`config.mk`:
```
export PLATFORM = sky130hd
export DESIGN_NAME = pitfall_color_encoder
export DESIGN_NICKNAME = d
export VERILOG_FILES = /design/src/rtl/pitfall_color_encoder.sv
export SDC_FILE = /design/constraint.sdc
export NUM_CORES = 1
export LEC_CHECK = 0
export CAP_MARGIN = 0
export CORE_MARGIN = 2
export CORE_UTILIZATION = 45
export DETAILED_ROUTE_END_ITERATION = 10
export PLACE_DENSITY = 0.79
export REMOVE_ABC_BUFFERS = 1
export SETUP_SLACK_MARGIN = 0.15
export SLEW_MARGIN = 20
export SYNTH_ARGS = -nofsm -noshare
export SYNTH_HDL_FRONTEND = slang
export SYNTH_SLANG_ARGS = --single-unit
```
`constraint.sdc`:
```
create_clock -name Clk -period 1.75 [get_ports Clk]
set_clock_uncertainty 0.2 [all_clocks]
set_input_delay 0.175 -clock Clk [delete_from_list [all_inputs] [get_ports Clk]]
set_output_delay 0.175 -clock Clk [all_outputs]
set_load 0.01 [all_outputs]
```
`src/rtl/pitfall_color_encoder.sv`:
```
// RGB888 -> 6-bit palette index encoder with row-major write addressing.
// Two-stage pipeline (quantize, then index remap) with valid/ready on both sides.

module pitfall_color_encoder_quant (
  input  logic [7:0] i_c,
  output logic [1:0] o_lvl,
  output logic       o_exact
);
  // Thresholds sit midway between the palette levels 00/55/AA/FF.
  always_comb begin
    if (i_c <= 8'h2A)      o_lvl = 2'd0;
    else if (i_c <= 8'h7F) o_lvl = 2'd1;
    else if (i_c <= 8'hD4) o_lvl = 2'd2;
    else                   o_lvl = 2'd3;
  end

  assign o_exact = (i_c == 8'h00) || (i_c == 8'h55) || (i_c == 8'hAA) || (i_c == 8'hFF);
endmodule

module pitfall_color_encoder #(
  parameter int WIDTH  = 32,
  parameter int HEIGHT = 32,
  parameter int ADDR_W = 10
) (
  input  logic              Clk,
  input  logic              Reset_n,
  input  logic              start,
  input  logic              in_valid,
  output logic              in_ready,
  input  logic [7:0]        Red,
  input  logic [7:0]        Green,
  input  logic [7:0]        Blue,
  output logic              out_valid,
  input  logic              out_ready,
  output logic [5:0]        out_index,
  output logic [ADDR_W-1:0] out_addr,
  output logic              out_exact,
  output logic              busy,
  output logic              done
);
  localparam int TOTAL     = WIDTH * HEIGHT;
  localparam int CNT_W     = ADDR_W + 1;
  localparam int STAGES    = 2;
  localparam int NUM_LANES = 3;
  localparam logic [ADDR_W-1:0] LAST_ADDR = ADDR_W'(TOTAL - 1);
  localparam logic [CNT_W-1:0]  TOTAL_CNT = CNT_W'(TOTAL);

  typedef enum logic {IDLE, RUN} state_t;

  state_t                          r_state;
  logic [STAGES:1]                 r_vld_pipe;
  logic [CNT_W-1:0]                r_acc_cnt;
  logic [ADDR_W-1:0]               r_addr;
  logic                            r_done;
  logic [NUM_LANES-1:0][1:0]       r_lvl;
  logic                            r_ex1;
  logic [5:0]                      r_idx;
  logic                            r_ex2;

  logic [NUM_LANES-1:0][7:0]       w_chan;
  logic [NUM_LANES-1:0][1:0]       w_lvl;
  logic [NUM_LANES-1:0]            w_ex;
  logic                            w_stall;
  logic                            w_accept;
  logic                            w_out_hs;
  logic [5:0]                      w_n;
  logic [5:0]                      w_idx;
  logic                            w_ex2;

  // Lane 2 = red, 1 = green, 0 = blue.
  assign w_chan = {Red, Green, Blue};

  pitfall_color_encoder_quant u_q [NUM_LANES-1:0] (
    .i_c    (w_chan),
    .o_lvl  (w_lvl),
    .o_exact(w_ex)
  );

  assign w_stall  = r_vld_pipe[STAGES] && !out_ready;
  assign in_ready = (r_state == RUN) && (r_acc_cnt < TOTAL_CNT) && !w_stall;
  assign w_accept = in_valid && in_ready;
  assign w_out_hs = r_vld_pipe[STAGES] && out_ready;

  // Palette lacks pure red (n=12); it folds onto FF,00,55 and everything above shifts down.
  always_comb begin
    w_n   = {r_lvl[1], r_lvl[2], r_lvl[0]};
    w_idx = w_n;
    w_ex2 = r_ex1;
    if (w_n == 6'd12)     w_ex2 = 1'b0;
    else if (w_n > 6'd12) w_idx = w_n - 6'd1;
  end

  always_ff @(posedge Clk or negedge Reset_n) begin
    if (!Reset_n) begin
      r_state    <= IDLE;
      r_vld_pipe <= '0;
      r_acc_cnt  <= '0;
      r_addr     <= '0;
      r_done     <= 1'b0;
      r_lvl      <= '0;
      r_ex1      <= 1'b0;
      r_idx      <= '0;
      r_ex2      <= 1'b0;
    end else begin
      r_done <= 1'b0;
      if (!w_stall) begin
        r_vld_pipe <= {r_vld_pipe[1], w_accept};
        if (w_accept) begin
          r_lvl <= w_lvl;
          r_ex1 <= &w_ex;
        end
        if (r_vld_pipe[1]) begin
          r_idx <= w_idx;
          r_ex2 <= w_ex2;
        end
      end
      case (r_state)
        IDLE: begin
          // A start coinciding with done is dropped.
          if (start && !r_done) begin
            r_state   <= RUN;
            r_acc_cnt <= '0;
            r_addr    <= '0;
          end
        end
        RUN: begin
          if (w_accept) r_acc_cnt <= r_acc_cnt + 1'b1;
          if (w_out_hs) begin
            if (r_addr == LAST_ADDR) begin
              r_done  <= 1'b1;
              r_state <= IDLE;
            end else begin
              r_addr <= r_addr + 1'b1;
            end
          end
        end
        default: r_state <= IDLE;
      endcase
    end
  end

  assign out_valid = r_vld_pipe[STAGES];
  assign out_index = r_idx;
  assign out_exact = r_ex2;
  assign out_addr  = r_addr;
  assign busy      = (r_state == RUN);
  assign done      = r_done;
endmodule

```
; Word level (Yosys, flattened, before mapping)
; Cells that the tools add are included.
[classes]
n_reduce_logical = 26
magnitude_cmp = 11
add_sub_neg = 3
bitwise_logic = 2
n_mux = 26
eq_ne = 15
[op_table]
columns = cell, n
row1 = "8-bit == test, second input constant", 6
row2 = 10-bit 2-to-1 mux, 3
row3 = "8-bit by 7-bit == test with 1-bit output, second input constant", 3
row4 = "8-bit by 6-bit less-or-equal comparator with 1-bit output, second input constant", 3
row5 = "8-bit by 7-bit less-or-equal comparator with 1-bit output, second input constant", 3
row6 = "8-bit less-or-equal comparator, second input constant", 3
row7 = 8-bit zero test, 3
row8 = 11-bit 2-to-1 mux, 2
row9 = 11-bit one-hot mux with 2 select lines, 1
row10 = 10-bit one-hot mux with 2 select lines, 1
row11 = 2-bit 2-to-1 mux, 6
row12 = 6-bit 2-to-1 mux, 2
row13 = "11-bit by 1-bit adder with 11-bit output, second input constant", 1
row14 = "11-bit less-than comparator, second input constant", 1
row15 = "10-bit by 1-bit adder with 10-bit output, second input constant", 1
row16 = "10-bit == test, second input constant", 1
row17 = 1-bit 2-to-1 mux, 10
row18 = 1-bit logical OR, 9
row19 = "6-bit by 4-bit == test with 1-bit output, second input constant", 1
row20 = "6-bit by 4-bit greater-than comparator with 1-bit output, second input constant", 1
row21 = 1-bit logical AND, 6
row22 = 2-bit AND reduction, 3
row23 = 3-bit AND reduction, 2
row24 = "6-bit by 1-bit subtractor with 6-bit output, second input constant", 1
row25 = other kinds (5), 10
[word_totals]
register_bits = 39
input_bits = 29

; Depth between registers and ports, before layout
[depth]
ltp_word = 7
depth_mapped = 6

; Cells and area by module
; A second synthesis with hierarchy kept.
[hier_totals]
hier_cells = 239
area_unflattened_um2 = 2233.4
[by_module_without_submodules]
columns = module, area_each_um2, cells_each, n_inst
row1 = pitfall_color_encoder, 1974.4, 200, 1
row2 = pitfall_color_encoder_quant, 86.3, 13, 3

; Worst setup path before layout
; Ideal clock, no wire load.
[synth_timing]
path_kind = flip-flop to flip-flop
from = register r_addr[0] (netlist: out_addr[0])
to = register r_addr[8] (netlist: out_addr[8])
path_buffers = 0
period_less_slack_ps = 1959
t_arrival_ps = 1690
stages_incl_launch_ff = 6
setup_slack_ps = -209
path_cell_list = dfrtp_1 ha_1 nand3_2 or3_1 or4b_1 nand3_1
[synth_via]
elab_chain_len = 4
word_cells_on_any_way = 7
[synth_lines]
columns = element, line
row1 = from (decl), 53  ; logic [ADDR_W-1:0] r_addr;
row2 = from (signal assigned), 133  ; r_addr <= r_addr + 1'b1;
row3 = 10-bit by 1-bit adder with 10-bit output, 133
row4 = 10-bit 2-to-1 mux, 129  ; if (r_addr == LAST_ADDR) begin
row5 = 10-bit 2-to-1 mux, 128  ; if (w_out_hs) begin
row6 = 10-bit one-hot mux with 2 select lines, 117  ; case (r_state)
; Parallel ways exist; a longest one is shown, timed or not. The select of a mux whose other input is x is not followed.
; A chain may end at the register's enable or synchronous reset.

; Final worst setup path
[layout_timing]
from = register r_state (netlist: busy)
to = register r_acc_cnt[9]
[layout_via]
elab_chain_len = 5
word_cells_on_any_way = 8
[layout_lines]
columns = element, line
row1 = from (decl), 50  ; state_t r_state;
row2 = from (signal assigned), 95  ; r_state <= IDLE;
row3 = from (signal assigned), 121  ; r_state <= RUN;
row4 = from (signal assigned), 131  ; r_state <= IDLE;
row5 = 1-bit logical AND (2 in a row), 80  ; assign in_ready = (r_state == RUN) && (r_acc_cnt < TOTAL_CNT) && !w_stall;
row6 = 1-bit logical AND, 81  ; assign w_accept = in_valid && in_ready;
row7 = 2-bit by 1-bit != test with 1-bit output (no source line), -
row8 = 2-bit AND reduction (no source line), -
row9 = to (signal assigned), 127  ; if (w_accept) r_acc_cnt <= r_acc_cnt + 1'b1;
row10 = to (decl), 52  ; logic [CNT_W-1:0] r_acc_cnt;
; Parallel ways exist; a longest one is shown, timed or not.

==> implementation parameters <==
Parameter                              Value

Route
  Aggregate routed wire length ... 6510 um
  1st-pass router iterations ... 5
  Overall via count from detail_route ... between 2000 and 2500
  Detail-routed via count per cell ... 5.52
  Wirelength per Cell ... 15.0 um
  Post-DRT Antenna Nets ... 0
  Number of DRC violations after detailed routing ... 0
  Violation count after the first detailed-routing iteration ... a little under 200

Clock network
  Clock-pin slew of the registers on the worst-case setup and hold paths ... 0.08 ns
  Number of buffers created by CTS ... 5
  CTS tree ... built
  Worst-Skew Late Latency ... between 0.2 and 0.3 ns
  Clock buffer depth ... 2
  Cell chosen for the clock root ... clkbuf_8
  Total clock sinks ... 39
  H-tree Lvls ... 2

Synth
  Area fraction in compound gates after synthesis ... between 10% and 20%
  Number of flip-flops and latches in the synthesized netlist ... 39
  Synth Cell Area ... about 2200 um^2
  Fraction of the yosys area taken by sequential cells ... a little over two fifths
  Avg Inst Size Synth ... between 9 and 10 um^2
  XOR/XNOR share of the synthesized area ... roughly 1.2%
  Mux share of post-synthesis cell area ... 2.92%
  Main flop type after synthesis ... dfrtp_1
  Number of enable flip-flop cells after synthesis ... 0
  Simple-gate share of the synthesized area ... between 20% and 30%
  Largest family of logic cells by synthesized area ... simple AND/OR/NAND/NOR gates
  Yosys Warn Count ... 0
  Share of synthesized flip-flops with an asynchronous set or reset ... 100%
  Gate count after technology mapping ... approximately 250
  Number of distinct library cells after synthesis ... 46
  Share of synthesized cell area in full adder, half adder and majority cells ... around 2.2%

Timing
  Pins Over Slew Limit ... 0
  Slew of the pin with the lowest slew margin ... 0.492 ns
  Setup repair after global routing missed its margin ... true
  Final number of hold-violating endpoints ... 0
  Relative slew margins ... between 60 and 70%
  Final number of setup-violating endpoints ... 13
  Period utilization ... 108%
  Final setup TNS ... -0.651 ns
  Worst-case setup margin in the final layout ... -0.140 ns
  Max frequency ... around 530 MHz
  Worst hold margin ... approximately 0.083 ns
  Post-layout minimum cycle time ... 1.89 ns

GRT
  Maximum number of pins on one net before global-route repair ... 40
  Total gr overflow ... 0
  Via count of the first global-routing pass ... 2252
  First-pass GRT wire length ... about 9500 um
  Number of antenna violations at the first check in global routing ... 0
  Overall global routing resource usage ... 22.0%

Floorplan
  Top Ports ... 50
  Standard-cell rows ... 25
  Core Area ... ~4800 um^2
  Die outline area ... between 5000 and 6000 um^2
  Initial Util ... 46.8%
  Height of the die ... ~74 um
  Width of the die ... about 74 um

Cells and area
  Layout-stage area growth over the synthesis result ... 64.6%
  Area of all placed cells without fillers ... 3660 um^2
  Final net count ... roughly 400
  Number of inserted filler cells in the final layout ... ~310
  Most common library cell in the layout ignoring fill and taps ... buf_4
  Antenna Cells ... 0
  Storage cell area ... 978 um^2
  Layout Cells excl Fill ... between 400 and 500
  Multi-input gate area in the final layout ... between 1000 and 1500 um^2
  Fraction of final layout cells sized beyond drive strength 1 ... about a third
  Most frequent cells in the layout ... buf_4, dfrtp_1, nand2_1, clkdlybuf4s50_1

Placement
  PortBufs ... between 40 and 50
  Final Wtd Congestion ... approximately 0.88
  Pre-CTS WS ... -0.291 ns
  Area after detailed placement ... between 3000 and 4000 um^2
  Placed cell count ... approximately 410
  HPWL after detailed placement ... ~4000 um

Setup path
  Worst Path Required ... approximately 1.7 ns
  Reg-to-reg startpoint ... busy
  Startpoint Class ... flop
  Logic depth of the worst register-to-register path ... 6
  Critical-path maximum fanout ... 7
  Crit path kind ... reg2reg
  Arrival time of the worst setup path ... 1.85 ns
  Endpoint type of the worst setup path ... flop
  Crit path launch ... busy

Worst hold path
  Worst hold path startpoint ... Red[4]
  Worst hold stages ... 3
  Type of the worst min-delay path ... in2reg

Run
  # Max-Cap Violations ... 0

Outcome
  Outcome ... complete, but fails checks
  Failing checks ... negative setup slack

Power
  Maximum vdd ir drop ... around 0.0006 V
  Leakage power of the design ... 0.00166 uW
  Power per Cell Area ... 1380 nW/um^2
[worst max-delay path, cell delays in order (launching register included)]
cell,delay [ns]
dfrtp_2,0.44
buf_6,0.11
and2b_2,0.19
nand4_1,0.24
buf_4,0.23
o21ai_0,0.22
a21oi_1,0.12
[logic make-up after synthesis]
group | after synthesis
multiplexers | 6
AND/OR/NAND/NOR | 109
buffers and inverters | 17
flip-flops | 39
AO/OA/AOI/OAI | 67
adder cells (fa/ha/maj) | 4
XOR/XNOR | 3
[power breakdown]
part           leakage [uW]  switching [uW]  total, uW  internal, uW
registers          0.000463             325       1530          1210
clock network     0.0000412             319        598           278
logic               0.00116            1370       2930          1560
total               0.00166            2010       5060          3040
[repair_timing]
action / in CTS / in global routing
cloned: 0 / 1
setup buffers: 13 / 5
endpoints found under the hold margin: 39 / 0
resized for setup: 42 / 55
endpoints found under the setup margin: 41 / 38
hold buffers: 1 / 0
pin swaps: 13 / 19
[sequential cells by signal, indices dropped and copies added, names as in the netlist]
name / flops
r_acc_cnt: 11
out_addr: 10
out_index: 6
r_lvl: 6
r_vld_pipe: 2
busy: 1
done: 1
out_exact: 1
r_ex1: 1
[Yosys cell counts, drive strengths merged (2+ instances only)]
| master | count | area (um^2) |
|---|---|---|
| nor2b | 4 | 25.0 |
| a31oi | 2 | 12.5 |
| and4 | 2 | 17.5 |
| a21o | 4 | 30.0 |
| nand3b | 3 | 22.5 |
| or4b | 2 | 20.0 |
| nand2b | 2 | 12.5 |
| nor3 | 4 | 20.0 |
| dfrtp | 39 | 976 |
| o21ai | 21 | 105 |
| mux2i | 2 | 20.0 |
| nand2 | 33 | 124 |
| nor2 | 11 | 41.3 |
| or3 | 10 | 62.6 |
| clkbuf | 3 | 11.3 |
| o211ai | 2 | 15.0 |
| a211oi | 2 | 15.0 |
| and2 | 2 | 12.5 |
| o31ai | 7 | 52.6 |
| o221ai | 2 | 17.5 |
| o21a | 6 | 45.0 |
| xnor2 | 3 | 26.3 |
| a22o | 4 | 35.0 |
| a21oi | 10 | 50.1 |
| nor4 | 3 | 18.8 |
| nand3 | 17 | 90.1 |
| o21bai | 2 | 15.0 |
| nand4 | 9 | 62.6 |
| buf | 3 | 17.5 |
| inv | 11 | 41.3 |
| or4 | 2 | 15.0 |
| ha | 4 | 50.1 |
| mux2 | 4 | 45.0 |
| nor3b | 2 | 26.3 |
[per-stage QoR]
| stage | utilization, % | power, uW |
|---|---|---|
| 6_report | 77.1 | 5060 |
| 5_1_grt | 77.1 | 5400 |
| 4_1_cts | 71.6 | 4620 |
| 3_5_place_dp | 66.4 | 3850 |
| 3_3_place_gp | 66.4 | 3770 |
| 2_1_floorplan | - | 2620 |
[layout make-up]
cell class	instances	area share, %
Inverter	11	1.13
Multi-Input combinational cell	189	38.4
Sequential cell	39	26.7
Clock inverter	2	0.341
Clock buffer	6	1.98
Tap cell	67	2.29
Timing Repair Buffer	119	29.2
[final timing paths]
kind                                end  slack, ns
max                        r_acc_cnt[9]      -0.14
min                            r_lvl[4]       0.08
max reg2reg                r_acc_cnt[9]      -0.14
min reg2reg                out_index[2]       0.28
max in group asynchronous          busy       0.72
min in group asynchronous   out_addr[2]       0.25
[layer usage]
metal | up-vias | share of wire (%) | global-route usage [%]
met5 | - | 0 | 0
met4 | 0 | 1.9 | 7.74
met3 | 11 | 4.2 | 4.61
met2 | 76 | 53 | 38.6
met1 | 1143 | 41 | 26.8
li1 | 1159 | - | -
No activity file was read; power rests on OpenSTA's default activity.
